==> src/rtl/decoder38_seq.sv <==
// decoder38_seq: sequenced 3-to-8 decoder.
// Codes arrive over a valid/ready handshake, queue in a small FIFO, and are
// driven one at a time as a one-hot byte on oData for DWELL enabled cycles.
// iEna low pauses the dwell counter and blanks the outputs; the FIFO keeps
// accepting pushes while paused.
// Optional build macro DECODER38_ACTIVE_LOW_OUT_EN: oData is inverted
// (74x138-style active-low, blank value 8'hFF). Undefined: active-high.
module decoder38_seq #(
  parameter int unsigned DWELL      = 4,  // cycles per code, 1..255
  parameter int unsigned FIFO_DEPTH = 4   // power of two, 2..16
) (
  input  logic       iClk,
  input  logic       iRst_n,
  input  logic [2:0] iData,
  input  logic       iValid,
  output logic       oReady,
  input  logic       iEna,
  output logic [7:0] oData,
  output logic       oValid,
  output logic       oBusy
);

  localparam int unsigned CNT_W   = (DWELL > 1) ? $clog2(DWELL) : 1;
  localparam int unsigned PTR_W   = $clog2(FIFO_DEPTH);
  localparam int unsigned COUNT_W = PTR_W + 1;

  localparam logic [CNT_W-1:0]   CNT_LAST  = CNT_W'(DWELL - 1);
  localparam logic [COUNT_W-1:0] COUNT_MAX = COUNT_W'(FIFO_DEPTH);

  typedef enum logic {
    IDLE,
    SHOW
  } state_t;

  // ---------------------------------------------------------------------
  // FIFO storage and bookkeeping
  // ---------------------------------------------------------------------
  logic [2:0]         mem [FIFO_DEPTH];
  logic [PTR_W-1:0]   wr_ptr;
  logic [PTR_W-1:0]   rd_ptr;
  logic [COUNT_W-1:0] count;
  logic               ready_q;
  logic               full;
  logic               empty;
  logic               push;
  logic               pop;
  logic [2:0]         head;

  // ---------------------------------------------------------------------
  // Sequencer state
  // ---------------------------------------------------------------------
  state_t             state;
  logic [CNT_W-1:0]   cnt;
  logic [7:0]         onehot_q;
  logic               dwell_done;
  logic [7:0]         shown;

  assign full  = (count == COUNT_MAX);
  assign empty = (count == '0);
  assign head  = mem[rd_ptr];

  // ready_q keeps oReady low through reset and up to the first edge after
  // release; afterwards readiness depends only on the FIFO fill level.
  assign oReady = ready_q && !full;
  assign push   = iValid && oReady;

  assign dwell_done = (cnt == CNT_LAST);

  // Decide whether the head code is consumed at the coming edge.
  always_comb begin
    pop = 1'b0;
    if (iEna && !empty) begin
      case (state)
        IDLE:    pop = 1'b1;
        SHOW:    pop = dwell_done;
        default: pop = 1'b0;
      endcase
    end
  end

  // Arm oReady on the first clock edge after reset release.
  always_ff @(posedge iClk or negedge iRst_n) begin
    if (!iRst_n) begin
      ready_q <= 1'b0;
    end else begin
      ready_q <= 1'b1;
    end
  end

  // FIFO data array; contents need no reset because count gates every read.
  always_ff @(posedge iClk) begin
    if (push) begin
      mem[wr_ptr] <= iData;
    end
  end

  // FIFO pointers and occupancy; pointers wrap naturally at FIFO_DEPTH.
  always_ff @(posedge iClk or negedge iRst_n) begin
    if (!iRst_n) begin
      wr_ptr <= '0;
      rd_ptr <= '0;
      count  <= '0;
    end else begin
      if (push) begin
        wr_ptr <= wr_ptr + PTR_W'(1);
      end
      if (pop) begin
        rd_ptr <= rd_ptr + PTR_W'(1);
      end
      case ({push, pop})
        2'b10:   count <= count + COUNT_W'(1);
        2'b01:   count <= count - COUNT_W'(1);
        default: count <= count;
      endcase
    end
  end

  // Sequencer: load codes from the FIFO and time each dwell; frozen while iEna is low.
  always_ff @(posedge iClk or negedge iRst_n) begin
    if (!iRst_n) begin
      state    <= IDLE;
      cnt      <= '0;
      onehot_q <= '0;
    end else if (iEna) begin
      case (state)
        IDLE: begin
          if (pop) begin
            state    <= SHOW;
            cnt      <= '0;
            onehot_q <= 8'b1 << head;
          end
        end
        SHOW: begin
          if (dwell_done) begin
            if (pop) begin
              cnt      <= '0;
              onehot_q <= 8'b1 << head;
            end else begin
              state    <= IDLE;
              cnt      <= '0;
              onehot_q <= '0;
            end
          end else begin
            cnt <= cnt + CNT_W'(1);
          end
        end
        default: begin
          state    <= IDLE;
          cnt      <= '0;
          onehot_q <= '0;
        end
      endcase
    end
  end

  // Blanking by iEna is applied after the register so a pause takes effect
  // in the same cycle and the held code reappears unchanged on resume.
  assign shown  = iEna ? onehot_q : '0;
  assign oValid = iEna && (state == SHOW);
  assign oBusy  = (state == SHOW) || !empty;

`ifdef DECODER38_ACTIVE_LOW_OUT_EN
  assign oData = ~shown;
`else
  assign oData = shown;
`endif

endmodule

==> config.mk <==
export PLATFORM = sky130hd
export DESIGN_NAME = decoder38_seq
export DESIGN_NICKNAME = d
export VERILOG_FILES = /design/src/rtl/decoder38_seq.sv
export SDC_FILE = /design/constraint.sdc
export NUM_CORES = 1
export LEC_CHECK = 0
export ABC_AREA = 1
export CORE_ASPECT_RATIO = 0.7
export CORE_MARGIN = 5
export CORE_UTILIZATION = 30
export DETAILED_ROUTE_END_ITERATION = 6
export MAX_ROUTING_LAYER = met4
export SYNTH_ARGS = -nofsm -noshare
export SYNTH_HDL_FRONTEND = slang
export SYNTH_SLANG_ARGS = --single-unit
==> constraint.sdc <==
create_clock -name iClk -period 2.7 [get_ports iClk]
set_input_delay 0.54 -clock iClk [delete_from_list [all_inputs] [get_ports iClk]]
set_output_delay 0.54 -clock iClk [all_outputs]
set_load 0.01 [all_outputs]
==> results.cfg, run 1 <==
[logic_synthesis]
yosysSeqAreaShare_pct = 51.0
synth.distinct_cells = 26
syn_area_per_cell_sq_um = 8.90
synth_warnings = 0
synthCells = 184
ys_ff_latch = 31
syn_nets = 198
yosys.area.top_type = dfrtp_1
synth_top_area_share_pct = 29.0
synth_area_sq_um = 1640
synthTopCellsByArea = dfrtp_1 29%, edfxtp_1 22%, nand2_1 13%, inv_1 6.2%, nand3_1 4.9%

[outcome]
outcome = finished clean

[clock_network]
clk_latency_ps = 290
cts_tree = yes
clk_pin_slew_ps = 60
postCtsSetupRepairBufs = 0
hold_buffers = 0
cts-root-buf = clkbuf_8
cts_sinks = 31
clockBufferDepth = 2
cts_resized = 0
numCtsBuffers = 5
htreeDepth = 2

[worst_setup_path]
crit_family = buffers and inverters
cp-end-kind = primary output
cp_max_fo = 9
critical_path.most_common_cell = clkdlybuf4s50_1
arrival_ps = 1950
crit_buf_inv = 4
worstPathCellList = clkdlybuf4s50_1, buf_4, nand2_1, inv_1, clkdlybuf4s50_1
worstSetupStartpointType = input port
cp.required_ps = 2160
crit_type = in -> out
cp_slowest_cell = clkdlybuf4s50_1
slowest_delay_ps = 560

[sta]
post-route-period-util_pct = 92.2
drv_slew = 0
rsz0062_at_grt = no
hold_viol = 0
setup-violations-final = 0
fin_setup_tns_ps = 0
period_minus_slack_ps = 2490
fin_skew_ps = 11.0
fmax_ghz = 0.402

[final_layout]
diodes = 0
finalNetCount = 220
layout.area.seq_sq_um = 836
drive_gt1_share_pct = 14.0
multi_input_area_sq_um = 646
area_growth_syn_to_layout_pct = 20.2
fillers = 529

[route]
routed_wl_mm = 3.09
via_per_inst = 4.18
drt_first_pass_iters = 4
wire_per_inst_um = 11.1
ant_nets = 0
drcViolationCount = 0
num_vias = 1167
drt_iter0_drc = 117

[grt]
antenna_found_initial = 0
grt_pass1_wl_mm = 5.43
grt_pass1_vias = 1141
grt-ovfl-total = 0
grt_max_degree = 20
grtUsageTotal_pct = 10.0

[floorplanning]
design.core.area_sq_um = 5260
die_area_sq_um = 7060
io_pins = 18
start_util_pct = 31.2
die_h_um = 71.8
fp-row-count = 22
die_w_um = 98.3

[power]
peakVddDrop_v = 0.000408
p_per_area_nw_per_um2 = 968
power.total_uw = 1900
p_leak_uw = 0.000975

[placed_design]
io_buffer_count = 17
gp_congestion = 0.792
dpl.hpwl_mm = 2.30

[min_path]
hold_class = reg -> reg

[job]
drv_cap = 0
[cells in the mapped netlist]
| cell | count |
|---|---|
| o21ai_0 | 2 |
| nand2_1 | 57 |
| a21oi_1 | 2 |
| ha_1 | 6 |
| a21boi_2 | 1 |
| nand3_1 | 16 |
| xor2_1 | 3 |
| nand2_4 | 1 |
| o22a_1 | 1 |
| inv_2 | 3 |
| fa_1 | 1 |
| edfxtp_1 | 12 |
| nand4_1 | 2 |
| xnor2_1 | 1 |
| nor2_1 | 8 |
| nor2_4 | 2 |
| nand3_2 | 3 |
| conb_1 | 1 |
| a22o_1 | 1 |
| inv_1 | 27 |
| buf_6 | 3 |
| nand2_2 | 7 |
| nor2_2 | 2 |
| or2_1 | 1 |
| dfrtp_1 | 19 |
| buf_2 | 2 |
[flip-flops by register name (all words and copies together) (netlist names)]
name and flops:
count 3, ready_q 1, onehot_q 8, rd_ptr 2, state 1, mem 12
cnt 2, wr_ptr 2
[cell type report]
type | instances | area share, %
clock inverters | 1 | 0.254
clock buffers | 7 | 4.39
well taps | 72 | 4.58
multi-input cells | 118 | 32.8
repair buffers | 20 | 9.79
flip-flops and latches | 31 | 42.5
inverters | 30 | 5.72
[placed cells by master, fill, tap and decap left out]
cell type / n
a21boi_2: 1
a21oi_1: 2
a22o_1: 1
buf_4: 3
clkbuf_1: 1
clkbuf_8: 6
clkdlybuf4s50_1: 17
clkinv_2: 1
conb_1: 1
dfrtp_1: 19
edfxtp_1: 12
fa_1: 1
ha_1: 6
inv_1: 27
inv_2: 3
nand2_1: 57
nand2_2: 7
nand2_4: 1
nand3_1: 16
nand3_2: 3
nand4_1: 2
nor2_1: 8
nor2_2: 2
nor2_4: 2
o21ai_0: 2
o22a_1: 1
or2_1: 1
xnor2_1: 1
xor2_1: 3
[stage by stage]
step	cell area [sq um]	utilization, %	hold WS [ps]	cells	setup WS [ps]
2_1_floorplan	1640	-	244	184	790
3_3_place_gp	1880	35.7	469	271	226
3_5_place_dp	1880	35.7	476	271	208
4_1_cts	1970	37.4	494	279	199
5_1_grt	1970	37.4	510	279	121
6_report	1970	37.4	486	279	211
[power by group]
part	internal, uW	switching (uW)	total [uW]
Combinational	308	460	768
Sequential	625	131	757
Clock	205	174	380
[final timing paths]
check                                        startpoint                       to  slack [ps]  depth (start not counted)
worst max-delay path                               iEna                 oData[7]         210                          5
min in group asynchronous                        iRst_n    rd_ptr[1]$_DFFE_PN0P_         590                          2
max in group asynchronous                        iRst_n    wr_ptr[1]$_DFFE_PN0P_        1880                          2
worst max register to register     count[1]$_DFFE_PN0P_     count[2]$_DFFE_PN0P_         740                          9
worst min-delay path            onehot_q[5]$_DFFE_PN0P_  onehot_q[5]$_DFFE_PN0P_         490                          2
worst min register to register  onehot_q[5]$_DFFE_PN0P_  onehot_q[5]$_DFFE_PN0P_         490                          2
[worst reg2reg max path, stage by stage, from the launching register on]
cell	delay, ps
dfrtp_1	410
nor2_2	170
a21boi_2	80
nand2_2	150
ha_1	180
inv_1	70
fa_1	370
a21oi_1	140
o21ai_0	110
xor2_1	160
[kinds of logic (layout without fill, tap and decap cells)]
kind of cell / after synthesis / count (layout) / share of synthesized area [%]
compound gates: 7 / 7 / 2.98
xor+xnor: 4 / 4 / 2.14
fa+ha+maj: 7 / 7 / 5.81
buf+inv: 35 / 58 / 9.55
flops: 31 / 31 / 51.0
other cells: 1 / 1 / 0.229
simple gates: 99 / 99 / 28.3
[per-layer routing]
layer | wire length, um | vias up | GRT usage (%)
li1 | - | 608 | -
met2 | 1220 | 17 | 13.0
met5 | 0 | - | -
met1 | 1680 | 535 | 14.2
met3 | 131 | 7 | 3.11
met4 | 59 | 0 | 4.09
No activity file was read; power rests on OpenSTA's default activity.
==> run 2, diff against run 1 <==
- CAP_MARGIN: default -> 15
- CORE_UTILIZATION: 30 -> 59
- PLACE_DENSITY: default -> 0.83
- clock period: 2.7 -> 2.95 ns (I/O delays scaled with it)
==> results.cfg, run 2 (same netlist as run 1, synthesis figures left out) <==
[outcome]
outcome = finished clean

[worst_setup_path]
crit_type = in -> out
worstPathCellList = clkdlybuf4s50_1, nand2_1, inv_1, clkdlybuf4s50_1
critical_path.most_common_cell = clkdlybuf4s50_1
worstSetupStartpointType = input port
slowest_delay_ps = 750
cp_slowest_cell = clkdlybuf4s50_1
cp.required_ps = 2360
crit_family = buffers and inverters
crit_buf_inv = 3
cp_max_fo = 12
cp-end-kind = primary output
arrival_ps = 2130

[route]
ant_nets = 0
num_vias = 1247
wl_met3_um = 159
drcViolationCount = 0
routed_wl_mm = 3.32
top_layer_used = met4
via_per_inst = 5.17
wire_per_inst_um = 13.8
wl_met1_mm = 1.36
drt_iter0_drc = 76
drt_first_pass_iters = 4
route.met2.wl_mm = 1.74

[final_layout]
largest_reg_flops = 12
area_growth_syn_to_layout_pct = 16.0
final_cell_mix = 57 x nand2_1, 27 x inv_1, 19 x dfrtp_1
finalNetCount = 218
regMostFlops = mem
diodes = 0
final_common_cell = nand2_1
drive_gt1_share_pct = 13.7
layoutNonFillerInstCount = 241
reg_top3 = mem: 12 flops, onehot_q: 8 flops, count: 3 flops

[floorplanning]
io_pins = 18
die_w_um = 73.0
die_area_sq_um = 3950
start_util_pct = 60.2
die_h_um = 54.1
fp-row-count = 16
design.core.area_sq_um = 2720

[sta]
fmax_ghz = 0.368
hold_viol = 0
fin_skew_ps = 4.07
drv_slew = 0
rsz0062_at_grt = no
post-route-period-util_pct = 92.2
period_minus_slack_ps = 2720
slew_headroom_pct = 40.2
fin_setup_tns_ps = 0
worst_pin_slew_ps = 894
setup-violations-final = 0

[clock_network]
cts_sinks = 31
cts_resized = 0
hold_buffers = 0
htreeDepth = 2
postCtsSetupRepairBufs = 0
clk_pin_slew_ps = 70
clockBufferDepth = 2
clk_latency_ps = 280
cts_tree = yes
numCtsBuffers = 5
cts-root-buf = clkbuf_8

[job]
drv_cap = 0

[placed_design]
placedCellCount = 233
dpl.hpwl_mm = 2.36
io_buffer_count = 17
gp_congestion = 0.847

[grt]
grtUsageTotal_pct = 20.1
grt_pass1_vias = 1258
grt-ovfl-total = 0
antenna_found_initial = 0
grt_pass1_wl_mm = 5.63
grt_max_degree = 20

[power]
peakVddDrop_v = 0.000570
p_per_area_nw_per_um2 = 927
p_leak_uw = 0.000964

[min_path]
hold_class = reg -> reg
run 2: layer usage:
layer / vias to the layer above / track usage, %
li1: 605 / -
met1: 599 / 21.4
met2: 35 / 35.8
met3: 8 / 6.34
met4: 0 / 7.06
met5: - / -
run 2: final cells by class:
| cell class | instances | area (sq um) |
|---|---|---|
| multi-input cells | 118 | 646 |
| repair buffers | 18 | 178 |
| inverters | 30 | 113 |
| fillers | 217 | 822 |
| clock inverters | 3 | 15.0 |
| flip-flops and latches | 31 | 836 |
| clock buffers | 5 | 68.8 |
| well taps | 36 | 45.0 |
run 2: where the power goes:
part	total (uW)	switching, uW	leakage, uW	internal (uW)
Clock	321	160	0.0000477	161
Sequential	696	124	0.000344	572
Combinational	744	459	0.000573	285
run 2: through the flow:
stage | util, % | power [uW] | hold WS, ps | cell area [sq um] | setup slack, ps
2_1_floorplan | - | 1240 | 294 | 1640 | 1020
3_3_place_gp | 66.7 | 1370 | 467 | 1820 | 324
3_5_place_dp | 66.7 | 1430 | 466 | 1820 | 212
4_1_cts | 69.8 | 1760 | 483 | 1900 | 239
5_1_grt | 69.8 | 1890 | 515 | 1900 | 159
6_report | 69.8 | 1760 | 478 | 1900 | 231
run 2: final timing paths:
| kind | from | endpoint | slack [ps] | cells after the start |
|---|---|---|---|---|
| setup / recovery | iEna | oValid | 230 | 4 |
| hold / removal | onehot_q[2]$_DFFE_PN0P_ | onehot_q[2]$_DFFE_PN0P_ | 480 | 2 |
| setup reg to reg | count[0]$_DFFE_PN0P_ | count[2]$_DFFE_PN0P_ | 920 | 9 |
| hold reg to reg | onehot_q[2]$_DFFE_PN0P_ | onehot_q[2]$_DFFE_PN0P_ | 480 | 2 |
| max in group asynchronous | iRst_n | cnt[0]$_DFFE_PN0P_ | 1580 | 1 |
| min in group asynchronous | iRst_n | onehot_q[4]$_DFFE_PN0P_ | 820 | 1 |
run 2: worst reg2reg max path, delay by kind of cell, from the launching register on:
kind            cells  cell delay, ps
fa+ha+maj           2             570
flops               1             420
compound gates      3             360
simple gates        2             300
xor+xnor            1             160
buf+inv             1              80
==> run 3, diff against run 2 <==
- ABC_CLOCK_PERIOD_IN_PS: default -> 2950
- TNS_END_PERCENT: default -> 1
==> results of run 3 <==
Final layout, timing and power as in run 2 (identical DEF).
==> patch (flow settings as in run 1) <==
Build with the macro `DECODER38_ACTIVE_LOW_OUT_EN` defined.
--- a/src/rtl/decoder38_seq.sv
+++ b/src/rtl/decoder38_seq.sv
@@ -5,6 +5,8 @@
 // accepting pushes while paused.
 // Optional build macro DECODER38_ACTIVE_LOW_OUT_EN: oData is inverted
 // (74x138-style active-low, blank value 8'hFF). Undefined: active-high.
+`define DECODER38_ACTIVE_LOW_OUT_EN
+
 module decoder38_seq #(
   parameter int unsigned DWELL      = 4,  // cycles per code, 1..255
   parameter int unsigned FIFO_DEPTH = 4   // power of two, 2..16
Behaviour: not the same (a bounded check fails within 4 cycles, from zero or initial values and one cycle with iRst_n low).
==> patch against run 1 <==
Final area down 3.2%; worst setup slack gained 120 ps; sequential cell count stayed put; fmax increased by 4.9%; total power shrank 4.5%; area after synthesis decreased by 3.1%; core utilization fell by 0.64 points; non-clock buffer count is the same; routed wire length is 5.2% lower.
==> patch: results (changes against run 1) <==
stage;metric;value;unit;change
placement;DP Cell Count;263;;was 271
run_status;status;completed;;unchanged
timing;WHS;481.9;ps;was 485.6 ps
global_routing;vias in the first global route;1164;;was 1,141
setup_path;CP arrival;1830;ps;was 1950 ps
finish;layout cells sized above 1;11.06;%;was 14.01%
power;worst vdd ir;0.0003597;V;was 0.0004081 V
logic_synthesis;Mean Syn Cell Area;9.021;sq um;was 8.901 sq um
logic_synthesis;part of the Yosys area used for sequential elements;52.64;%;was 51.03%
logic_synthesis;adder-cell area share of the yosys netlist;5.989;%;was 5.806%
route;via count of the routed design;1134;;was 1,167
route;Routed met2 length;1150;microns;was 1221 microns
route;met3 routed WL;114;microns;was 131 microns
placement;HPWL after DPL;2268;microns;was 2302 microns
route;vias per inst;4.185;;was 4.183
placement;pre-CTS setup slack;292.2;ps;was 207.7 ps
setup_path;worst reg-to-reg setup slack;760;ps;was 740 ps
finish;Layout Nets;212;;was 220
logic_synthesis;Post-synth top cells;nand2_1, inv_1, dfrtp_1;;unchanged
placement;routability congestion estimate from global placement;0.7895;;was 0.7921
hold_path;hold path endpoint;onehot_q[1];;was onehot_q[5]
global_routing;total track usage;10.32;%;was 10.02%
timing;Worst Skew;7.077;ps;was 11.05 ps
route;per-cell routed wire length;10.82;microns;was 11.08 microns
logic_synthesis;Synth Area in XOR/XNOR;2.206;%;was 2.139%
logic_synthesis;post-synthesis compound-gate area fraction;3.073;%;was 2.979%
route;DR iter-0 viols;56;;was 117
[patch: changes by cell type after synthesis]
cell            run 1  this run
nand3_2             3         2
nand2_4             1         0
buf_4               0         1
nor2_4              2         1
buf_2               2         1
nand3_1            16        17
inv_1              27        20
inv_2               3         2
nor2_2              2         3
nand2_2             7         5
nand2_1            57        60
[patch: final cells by class]
class | count | area, sq um | share of cell area [%]
inverter | 22 | 82.58 | 4.336
clock inverter | 2 | 7.507 | 0.3942
sequential | 31 | 835.8 | 43.89
clock buffer | 6 | 72.57 | 3.811
timing repair buffer | 20 | 192.7 | 10.12
tap | 72 | 90.09 | 4.731
multi-input combinational | 118 | 623.1 | 32.72
[patch: critical path: stages]
cell and delay [ps]:
clkdlybuf4s50_1 550, buf_4 200, nand2_1 60, clkdlybuf4s50_1 470
[patch: how the worst max path moves through the flow]
stage | from | end | cells after the start
CTS | iEna | oData[4] | 4
floorplan | cnt[0] | count[2] | 10
global route | iEna | oData[4] | 4
global placement | iEna | oData[5] | 4
finish | iEna | oData[4] | 4
detailed placement | iEna | count[2] | 9
[patch: report_power, final]
part | internal [W] | switching (W)
clock | 0.000175 | 0.000169
combinational | 0.000292 | 0.000428
sequential | 0.000626 | 0.000129
[patch: kinds of logic (layout without fill, tap and decap cells)]
logic type / count (synthesis) / count (layout)
compound gates: 7 / 7
xor+xnor: 4 / 4
fa+ha+maj: 7 / 7
buf+inv: 27 / 50
flops: 31 / 31
other cells: 1 / 1
simple gates: 99 / 99
[patch: metal layers]
layer / global-route usage (%) / vias up
met1: 13.88 / 516
li1: - / 593
met2: 14.14 / 17
met4: 4.673 / 0
met3: 3.251 / 8
met5: - / -
